File: src/rtl/tpx3_rx_merge_if.sv
// Register bus and merged readout stream of tpx3_rx_merge.
// The master drives address/strobes and pops words; the slave is the merger.
interface tpx3_rx_merge_if #(
    parameter int unsigned ABUSWIDTH = 32
) ();
    logic [ABUSWIDTH-1:0] BUS_ADD;
    logic [7:0]           BUS_DATA_IN;
    logic [7:0]           BUS_DATA_OUT;
    logic                 BUS_WR;
    logic                 BUS_RD;
    logic                 FIFO_READ;
    logic                 FIFO_EMPTY;
    logic [31:0]          FIFO_DATA;

    modport master (
        output BUS_ADD, BUS_DATA_IN, BUS_WR, BUS_RD, FIFO_READ,
        input  BUS_DATA_OUT, FIFO_EMPTY, FIFO_DATA
    );

    modport slave (
        input  BUS_ADD, BUS_DATA_IN, BUS_WR, BUS_RD, FIFO_READ,
        output BUS_DATA_OUT, FIFO_EMPTY, FIFO_DATA
    );
endinterface

File: src/rtl/tpx3_rx_merge.sv
// N-lane Timepix3 receiver merger: enable-masked round-robin over FWFT lane FIFOs
// into one 32-bit tagged stream, plus per-lane enable/counter register bank.
module tpx3_rx_merge #(
    parameter int unsigned CHANNELS        = 4,
    parameter logic [6:0]  DATA_IDENTIFIER = 7'h00,
    parameter int unsigned ABUSWIDTH       = 32
) (
    input  logic                    BUS_CLK,
    input  logic                    BUS_RST,
    input  logic [CHANNELS-1:0]     CH_EMPTY,
    input  logic [25*CHANNELS-1:0]  CH_DATA,
    output logic [CHANNELS-1:0]     CH_READ,
    input  logic [CHANNELS-1:0]     CH_DEC_ERR,
    output logic [CHANNELS-1:0]     RX_ENABLE,
    tpx3_rx_merge_if.slave          bus
);

    localparam logic [7:0]           VERSION      = 8'd2;
    localparam logic [ABUSWIDTH-1:0] ADDR_VERSION = ABUSWIDTH'(0);
    localparam logic [ABUSWIDTH-1:0] ADDR_CHANS   = ABUSWIDTH'(1);
    localparam logic [ABUSWIDTH-1:0] ADDR_MASK    = ABUSWIDTH'(2);
    localparam logic [ABUSWIDTH-1:0] ADDR_SEL     = ABUSWIDTH'(3);
    localparam logic [ABUSWIDTH-1:0] ADDR_CNT_LO  = ABUSWIDTH'(4);
    localparam logic [ABUSWIDTH-1:0] ADDR_CNT_HI  = ABUSWIDTH'(5);
    localparam logic [ABUSWIDTH-1:0] ADDR_ERR     = ABUSWIDTH'(6);
    localparam logic [ABUSWIDTH-1:0] ADDR_STATUS  = ABUSWIDTH'(7);

    logic                r_out_valid;
    logic [31:0]         r_out_word;
    logic [2:0]          r_last;
    logic [CHANNELS-1:0] r_mask;
    logic [2:0]          r_sel;
    logic [7:0]          r_hi;
    logic [7:0]          r_rd_data;
    logic [15:0]         r_word_cnt [CHANNELS];
    logic [7:0]          r_err_cnt  [CHANNELS];

    logic                w_rst;
    logic                w_clr;
    logic                w_slot_free;
    logic [CHANNELS-1:0] w_cand;
    logic                w_any;
    logic                w_hit_hi;
    logic [2:0]          w_g_lo;
    logic [2:0]          w_g_hi;
    logic [2:0]          w_grant;
    logic                w_take;
    logic [CHANNELS-1:0] w_ch_read;
    logic [24:0]         w_gdata;
    logic [15:0]         w_sel_word;
    logic [7:0]          w_sel_err;
    logic [7:0]          w_rd_data;

    assign w_rst       = BUS_RST | (bus.BUS_WR & (bus.BUS_ADD == ADDR_VERSION));
    assign w_clr       = bus.BUS_WR & (bus.BUS_ADD == ADDR_CNT_LO);
    assign w_slot_free = !r_out_valid | bus.FIFO_READ;
    assign w_cand      = ~CH_EMPTY & r_mask;

    // Round robin: lowest candidate above last_grant, else wrap to lowest candidate.
    always_comb begin
        w_any    = 1'b0;
        w_hit_hi = 1'b0;
        w_g_lo   = '0;
        w_g_hi   = '0;
        for (int unsigned k = 0; k < CHANNELS; k++) begin
            if (w_cand[k] && !w_any) begin
                w_any  = 1'b1;
                w_g_lo = 3'(k);
            end
            if (w_cand[k] && !w_hit_hi && (3'(k) > r_last)) begin
                w_hit_hi = 1'b1;
                w_g_hi   = 3'(k);
            end
        end
        w_grant = w_hit_hi ? w_g_hi : w_g_lo;
        w_take  = w_slot_free & w_any & !w_rst;
    end

    always_comb begin
        w_ch_read = '0;
        w_gdata   = '0;
        for (int unsigned k = 0; k < CHANNELS; k++) begin
            w_ch_read[k] = w_take && (w_grant == 3'(k));
            if (w_grant == 3'(k))
                w_gdata = CH_DATA[25*k +: 25];
        end
    end

    always_ff @(posedge BUS_CLK) begin
        if (w_rst) begin
            r_out_valid <= 1'b0;
            r_out_word  <= '0;
            r_last      <= 3'(CHANNELS - 1);
        end else if (w_slot_free) begin
            if (w_any) begin
                r_out_valid <= 1'b1;
                r_out_word  <= {DATA_IDENTIFIER[6:3], w_grant, w_gdata};
                r_last      <= w_grant;
            end else begin
                r_out_valid <= 1'b0;
            end
        end
    end

    // A clear of the selected lane takes priority over a same-cycle increment.
    always_ff @(posedge BUS_CLK) begin
        for (int unsigned k = 0; k < CHANNELS; k++) begin
            if (w_rst || (w_clr && (r_sel == 3'(k)))) begin
                r_word_cnt[k] <= '0;
                r_err_cnt[k]  <= '0;
            end else begin
                if (w_ch_read[k] && (r_word_cnt[k] != '1))
                    r_word_cnt[k] <= r_word_cnt[k] + 16'd1;
                if (CH_DEC_ERR[k] && (r_err_cnt[k] != '1))
                    r_err_cnt[k] <= r_err_cnt[k] + 8'd1;
            end
        end
    end

    always_comb begin
        w_sel_word = '0;
        w_sel_err  = '0;
        for (int unsigned k = 0; k < CHANNELS; k++) begin
            if (r_sel == 3'(k)) begin
                w_sel_word = r_word_cnt[k];
                w_sel_err  = r_err_cnt[k];
            end
        end
    end

    always_comb begin
        w_rd_data = '0;
        if (bus.BUS_ADD == ADDR_VERSION)
            w_rd_data = VERSION;
        else if (bus.BUS_ADD == ADDR_CHANS)
            w_rd_data = 8'(CHANNELS);
        else if (bus.BUS_ADD == ADDR_MASK)
            w_rd_data = 8'(r_mask);
        else if (bus.BUS_ADD == ADDR_SEL)
            w_rd_data = {5'b0, r_sel};
        else if (bus.BUS_ADD == ADDR_CNT_LO)
            w_rd_data = w_sel_word[7:0];
        else if (bus.BUS_ADD == ADDR_CNT_HI)
            w_rd_data = r_hi;
        else if (bus.BUS_ADD == ADDR_ERR)
            w_rd_data = w_sel_err;
        else if (bus.BUS_ADD == ADDR_STATUS)
            w_rd_data = {6'b0, |w_cand, r_out_valid};
    end

    always_ff @(posedge BUS_CLK) begin
        if (w_rst) begin
            r_mask    <= '0;
            r_sel     <= '0;
            r_hi      <= '0;
            r_rd_data <= '0;
        end else begin
            if (bus.BUS_WR && (bus.BUS_ADD == ADDR_MASK))
                r_mask <= bus.BUS_DATA_IN[CHANNELS-1:0];
            if (bus.BUS_WR && (bus.BUS_ADD == ADDR_SEL))
                r_sel <= bus.BUS_DATA_IN[2:0];
            if (bus.BUS_RD) begin
                r_rd_data <= w_rd_data;
                if (bus.BUS_ADD == ADDR_CNT_LO)
                    r_hi <= w_sel_word[15:8];
            end
        end
    end

    assign CH_READ          = w_ch_read;
    assign RX_ENABLE        = r_mask;
    assign bus.FIFO_EMPTY   = !r_out_valid;
    assign bus.FIFO_DATA    = r_out_word;
    assign bus.BUS_DATA_OUT = r_rd_data;

endmodule
File: src/flat_wrapper.sv
// flat-port wrapper written by rule: the top's interface ports become plain ports
module tpx3_rx_merge_flat 
#(
    parameter int unsigned CHANNELS        = 4,
    parameter logic [6:0]  DATA_IDENTIFIER = 7'h00,
    parameter int unsigned ABUSWIDTH       = 32
)
  (BUS_CLK, BUS_RST, CH_EMPTY, CH_DATA, CH_READ, CH_DEC_ERR, RX_ENABLE, bus_BUS_ADD, bus_BUS_DATA_IN, bus_BUS_WR, bus_BUS_RD, bus_FIFO_READ, bus_BUS_DATA_OUT, bus_FIFO_EMPTY, bus_FIFO_DATA);
  tpx3_rx_merge_if #(.ABUSWIDTH(ABUSWIDTH)) bus_i ();
  input  logic BUS_CLK;
  input  logic BUS_RST;
  input  logic [CHANNELS-1:0] CH_EMPTY;
  input  logic [25*CHANNELS-1:0] CH_DATA;
  output logic [CHANNELS-1:0] CH_READ;
  input  logic [CHANNELS-1:0] CH_DEC_ERR;
  output logic [CHANNELS-1:0] RX_ENABLE;
  input wire logic [$bits(bus_i.BUS_ADD)-1:0] bus_BUS_ADD;
  input wire logic [$bits(bus_i.BUS_DATA_IN)-1:0] bus_BUS_DATA_IN;
  input wire logic [$bits(bus_i.BUS_WR)-1:0] bus_BUS_WR;
  input wire logic [$bits(bus_i.BUS_RD)-1:0] bus_BUS_RD;
  input wire logic [$bits(bus_i.FIFO_READ)-1:0] bus_FIFO_READ;
  output wire logic [$bits(bus_i.BUS_DATA_OUT)-1:0] bus_BUS_DATA_OUT;
  output wire logic [$bits(bus_i.FIFO_EMPTY)-1:0] bus_FIFO_EMPTY;
  output wire logic [$bits(bus_i.FIFO_DATA)-1:0] bus_FIFO_DATA;
  assign bus_i.BUS_ADD = bus_BUS_ADD;
  assign bus_i.BUS_DATA_IN = bus_BUS_DATA_IN;
  assign bus_i.BUS_WR = bus_BUS_WR;
  assign bus_i.BUS_RD = bus_BUS_RD;
  assign bus_i.FIFO_READ = bus_FIFO_READ;
  assign bus_BUS_DATA_OUT = bus_i.BUS_DATA_OUT;
  assign bus_FIFO_EMPTY = bus_i.FIFO_EMPTY;
  assign bus_FIFO_DATA = bus_i.FIFO_DATA;
  tpx3_rx_merge #(.CHANNELS(CHANNELS), .DATA_IDENTIFIER(DATA_IDENTIFIER), .ABUSWIDTH(ABUSWIDTH)) u_core (.BUS_CLK(BUS_CLK), .BUS_RST(BUS_RST), .CH_EMPTY(CH_EMPTY), .CH_DATA(CH_DATA), .CH_READ(CH_READ), .CH_DEC_ERR(CH_DEC_ERR), .RX_ENABLE(RX_ENABLE), .bus(bus_i));
endmodule
File: config.mk
export PLATFORM = sky130hd
export DESIGN_NAME = tpx3_rx_merge_flat
export DESIGN_NICKNAME = d
export VERILOG_FILES = /design/src/rtl/tpx3_rx_merge_if.sv /design/src/rtl/tpx3_rx_merge.sv /design/src/flat_wrapper.sv
export SDC_FILE = /design/constraint.sdc
export NUM_CORES = 1
export LEC_CHECK = 0
export ABC_AREA = 1
export CAP_MARGIN = 5
export CELL_PAD_IN_SITES_DETAIL_PLACEMENT = 2
export CELL_PAD_IN_SITES_GLOBAL_PLACEMENT = 2
export CORE_MARGIN = 3
export CORE_UTILIZATION = 26
export DETAILED_ROUTE_END_ITERATION = 12
export GPL_TIMING_DRIVEN = 0
export PLACE_DENSITY = 0.73
export SLEW_MARGIN = 40
export SYNTH_ARGS = -nofsm -noshare
export SYNTH_HDL_FRONTEND = slang
export SYNTH_SLANG_ARGS = --single-unit
File: constraint.sdc
create_clock -name BUS_CLK -period 2.3 [get_ports BUS_CLK]
set_input_delay 0.345 -clock BUS_CLK [delete_from_list [all_inputs] [get_ports BUS_CLK]]
set_output_delay 0.345 -clock BUS_CLK [all_outputs]
set_load 0.01 [all_outputs]
Word level (Yosys, flattened, before mapping)
Memory sizes are Yosys's and may differ from the RTL's. Index checks and enable logic that the tools add are counted.

Memories kept: 2. Latch bits: 0. Register bits: 55. ROM bits: 0. Memory bits (writable): 96. Word-level logic and storage cells: 180. Input port bits: 153.

$lt $le $gt $ge: 4. Eq/ne operators: 21. Add/sub/neg operators: 8. Multiply operators: 0. Mux-type cells: 76. Bitwise logic cells: 16. Reduce and logical (&&, ||, !) cells: 46. Shift operators: 0. Divide/modulo/power cells: 0.

Memory list: u_core.r_word_cnt (depth 4, bits a word 16, rd ports 4, clocked after Yosys merged registers in 0, wr ports 4, line tpx3_rx_merge.sv:35) `logic [15:0] r_word_cnt [CHANNELS];`; u_core.r_err_cnt (depth 4, bits a word 8, rd ports 4, clocked after Yosys merged registers in 0, wr ports 4, line tpx3_rx_merge.sv:36) `logic [7:0] r_err_cnt [CHANNELS];`.

Operators with widths (count): $eq 32x3->1 const B (4); $mux 16 (8); $mux 8 (15); $mux 25 (4); $add 16x1->16 const B (4); $eq 32x2->1 const B (2); $ne 16x16->1 const B (4); $mux 1 (43); $add 8x1->8 const B (4); $eq 32x1->1 const B (1); $logic_not 32->1 (1); $ne 8x8->1 const B (4); $logic_and 1x1->1 (28); $eq 3x2->1 const B (4); $mux 2 (6); $or 1x1->1 (10); $logic_not 1->1 (8); $eq 3x1->1 const B (2); $gt 1x3->1 const A (2); $gt 2x3->1 const A (2); $logic_not 3->1 (2); $and 1x1->1 (4); $and 4x4->4 (1); $logic_or 1x1->1 (4); 3 further kinds (4).

Longest topological paths before layout
Depth in word-level cells: 24. Depth in mapped cells: 15. Gate-level depth less buffers: 14.

Least setup slack after synthesis
OpenSTA, ideal clock, no wires.

Path kind: reg2reg. Start point: register u_core.r_mask[1], in the netlist u_core.RX_ENABLE[1]. End point: memory u_core.r_word_cnt[0][0] (enable). Required time: 1.928 ns. Buffers on the path: 0. Setup slack: 0.070 ns. Clock period less this slack: 2.230 ns. Cell stages (with the launch flop): 13. Data arrival time: 1.858 ns. Cells stage by stage: dfxtp_1 > nand2_2 > nor2_2 > nand2_2 > nand3_2 > nand2_2 > nor2_8 > inv_4 > nor2_8 > inv_2 > nor2_4 > nand2_1 > nand2_1.

RTL lines: start, declared (line tpx3_rx_merge.sv:31) `logic [CHANNELS-1:0] r_mask;`; start signal, assigned (line tpx3_rx_merge.sv:159) `r_mask <= bus.BUS_DATA_IN[CHANNELS-1:0];`; end, declared (line tpx3_rx_merge.sv:35).

Worst setup path after layout
Start point: register u_core.r_last[0]. End point: output CH_READ[0].

Word-level cells in the longest chain between the ends: 18. Elaborated cells between the ends (all ways): 24.

RTL lines: start, declared (line tpx3_rx_merge.sv:30) `logic [2:0] r_last;`; start signal, assigned (line tpx3_rx_merge.sv:93) `r_last <= 3'(CHANNELS - 1);`; start signal, assigned (line tpx3_rx_merge.sv:98) `r_last <= w_grant;`; $gt 1x3->1 (line tpx3_rx_merge.sv:70) `if (w_cand[k] && !w_hit_hi && (3'(k) > r_last)) begin`; $logic_and 1x1->1 (line tpx3_rx_merge.sv:70); $mux 1 (line tpx3_rx_merge.sv:70); $logic_not 1->1 (line tpx3_rx_merge.sv:70); $logic_and 1x1->1 (2 in a row) (line tpx3_rx_merge.sv:70); $mux 1 (line tpx3_rx_merge.sv:70); $logic_not 1->1 (line tpx3_rx_merge.sv:70); $logic_and 1x1->1 (2 in a row) (line tpx3_rx_merge.sv:70); $mux 1 (line tpx3_rx_merge.sv:70); $logic_not 1->1 (line tpx3_rx_merge.sv:70); $logic_and 1x1->1 (2 in a row) (line tpx3_rx_merge.sv:70); $mux 2 or $mux 1 (tied branches) (line tpx3_rx_merge.sv:70); $mux 2 (*) (line tpx3_rx_merge.sv:75) `w_grant = w_hit_hi ? w_g_hi : w_g_lo;`; $logic_not 3->1 (*) (line tpx3_rx_merge.sv:83) `w_ch_read[k] = w_take && (w_grant == 3'(k));`; $logic_and 1x1->1 (*) (line tpx3_rx_merge.sv:83); end, declared (line flat_wrapper.sv:14) `output logic [CHANNELS-1:0] CH_READ;`.

Every way passes the cells marked *; elsewhere a longest branch is shown, timed or not.

==> run metrics <==
Placer Congestion 0.830; total track usage 0.208; status finished, violations left; Worst Hold Depth 2; initial antenna violation count 0; CP most frequent cell nor2_4; layout cell share with drive strength beyond 1 0.170; detailed placer's ending HPWL 29900 um; syn_area_per_cell 7.50 um^2; # diodes 0; Crit Path Class reg2out; Tot Pwr 0.00652 W; worst path required time 1.96 ns; top cell type's share of synthesized area 0.318; Post-DP Area 11600 um^2; CP arrival 2.00 ns; CTS tree built; Worst path max stage delay 0.34 ns; Worst Hold End u_core.bus.FIFO_DATA[6]; YS warnings 0; Residual DRC 0; clock latency on the worst-skew pair 0.43 ns; hold path start u_core.bus.FIFO_DATA[6]; routed vias 9717; Setup violations, final 1; worst-margin pin slew 0.662 ns; top-count cell post-synth nand2_1; synth cell count leaders nand2_1 (287), nor2_1 (157), inv_1 (124); minimum clock period after layout 2.35 ns; largest vdd supply drop 0.509 mV; site row count 67; RSZ-0062 raised after global routing true; worst min path class reg2reg; max_slew headroom 0.559; TritonRoute pass-1 iters 4; DP Cell Count 1852; total CTS buffers 17; P&R area growth vs syn 47.3%; fin nets 1658; synthesized cell area 9060 um^2; Post-synth ARST share 0; global-route wire length before repair 58900 um; chain of cells forming the critical path nand2_1, inv_2, nor2_4, nand3b_1, nor2_4, nor2_8, inv_8, nor2_8, inv_2, nor2_4, buf_6; pin count of the biggest net entering global routing 17; post-detailed-route count of antenna-violating nets 0; wire length per cell 20.6 um; CTS Hold Bufs 0; Power Density 489 nW/um^2; Crit Reg-Reg Startpoint u_core.r_word_cnt[0][0]; Die ar. 37100 um^2; Final Slew Violations 0; synthesized flop and latch total 149; fmax 426 MHz; design area 13300 um^2; die width 193 um; final hold viol count 0; crit start category flip-flop; worst clock skew 0.0119 ns; leakage 5.29 nW; max-cap viol count 0; clock-pin slew on the worst setup and hold paths 0.06 ns; flop-to-flop setup slack 0 ns; CP endpoint kind primary output; via/cell ratio 4.97; Post-Syn Instances 1208; Final period util 1.02; H-tree Lvls 4; Longest Clk Path Bufs 2; die height 193 um; Total Wirelength 40200 um; Slowest-stage cell, CP dfxtp_2; synth top area cells edfxtp_1 (32%), nand2_1 (12%), dfxtp_1 (12%); vias in the first global route 10200; area leader, netlist edfxtp_1; critical-path maximum fanout 4; sequential area share after synthesis 0.435; CP Launch Point u_core.r_last[0]; Port Buffers 192; core area 34000 um^2; GR Overflow Total 0; failing checks negative setup slack; Initial Util 0.267; hold slack final 0.470 ns; final worst slack -0.0492 ns; Critical R2R Capture u_core.r_word_cnt[0][3]; CTS Sinks 149; FF-to-FF path depth 10; number of synthesized flops with an enable pin 96; Main synth FF type edfxtp_1; IO Count 202; Yosys cell types 49; Non-Filler Instances 1957; DR iter-0 viols 399; CTS Root Cell clkbuf_16
-- worst max-delay path, delay by kind of cell (launching register included) --
kind,cells,cell delay (ns)
buffers and inverters,4,0.29
flip-flops,1,0.34
AND/OR/NAND/NOR,7,0.92
-- layer usage --
metal,global-route usage,share of wire,vias to the layer above
met1,0.273,0.45,4874
met4,0.0485,0.015,0
li1,-,-,4629
met3,0.0352,0.034,32
met5,0,0,-
met2,0.358,0.50,182
-- placed cells by master (no fill, tap or decap), types with 5 or more instances in the layout --
cell	instances
a21oi_1	64
a21oi_4	5
a221oi_1	5
a31oi_1	10
buf_2	6
buf_4	73
buf_6	11
clkbuf_1	12
clkbuf_16	18
clkbuf_2	10
clkdlybuf4s50_1	161
clkinv_2	5
conb_1	5
dfxtp_1	48
dlygate4sd2_1	23
edfxtp_1	96
ha_1	5
inv_1	119
inv_2	9
nand2_1	265
nand2_2	12
nand2_4	15
nand3_1	112
nand3_4	6
nand4_1	42
nor2_1	141
nor2_2	7
nor2_4	16
nor3_1	27
nor3_2	10
nor3_4	8
nor3b_1	11
o21ai_0	35
o22ai_1	6
xnor2_1	5
xor2_1	31
-- how the worst max path moves through the flow --
stage,endpoint,slack (ns)
6_report,CH_READ[0],-0.05
5_1_grt,u_core.r_word_cnt[0][3],-0.14
4_1_cts,CH_READ[0],-0.1
3_5_place_dp,u_core.r_word_cnt[2][0],-1.29
3_3_place_gp,u_core.r_word_cnt[2][1],-1.27
2_1_floorplan,u_core.r_word_cnt[0][0],0.07
-- area by class of cell --
cell class	count	area (um^2)
sequential	149	3960
inverter	133	520
timing repair buffer	267	2540
fill	3846	20600
clock inverter	10	109
buffer	41	245
tap	448	561
clock buffer	21	450
multi-input combinational	888	4950
-- flip-flops by register name, summed over array words and instances, names as in the netlist --
name / cells
u_core.r_sel: 3
u_core.r_out_valid: 1
u_core.r_hi: 8
u_core.RX_ENABLE: 4
u_core.r_word_cnt: 64
u_core.r_last: 2
u_core.r_err_cnt: 32
u_core.bus.BUS_DATA_OUT: 8
u_core.bus.FIFO_DATA: 27
-- repair_timing --
item,4_1_cts,5_1_grt
resized for setup,138,83
gates cloned,3,3
pin swaps,45,39
buffers inserted,42,32
endpoints found under the setup margin,237,236
-- through the flow --
step | setup TNS (ns) | utilization | setup WS, ns
2_1_floorplan | 0 | - | 0.0703
3_3_place_gp | -224.07 | 0.340 | -1.27
3_5_place_dp | -230.48 | 0.340 | -1.29
4_1_cts | -0.108 | 0.377 | -0.0994
5_1_grt | -3.46 | 0.393 | -0.143
6_report | -0.0492 | 0.393 | -0.0492
-- cell families (layout without fill, tap and decap cells) --
family / count (synthesis) / in the layout / synth area share
XOR/XNOR: 36 / 36 / 0.0348
AO/OA/AOI/OAI: 146 / 146 / 0.0919
other: 1 / 5 / 0.000414
buffers and inverters: 179 / 472 / 0.0808
adder cells (fa/ha/maj): 8 / 8 / 0.0111
AND/OR/NAND/NOR: 689 / 693 / 0.346
flip-flops: 149 / 149 / 0.435
-- power by group --
group | internal [W] | leakage, nW | total (W) | switching [W]
combinational | 0.000348 | 3.61 | 0.000692 | 0.000344
sequential | 0.00294 | 1.40 | 0.00304 | 0.0000977
clock | 0.00161 | 0.272 | 0.00280 | 0.00118
Power figures use the tool's default switching activity.
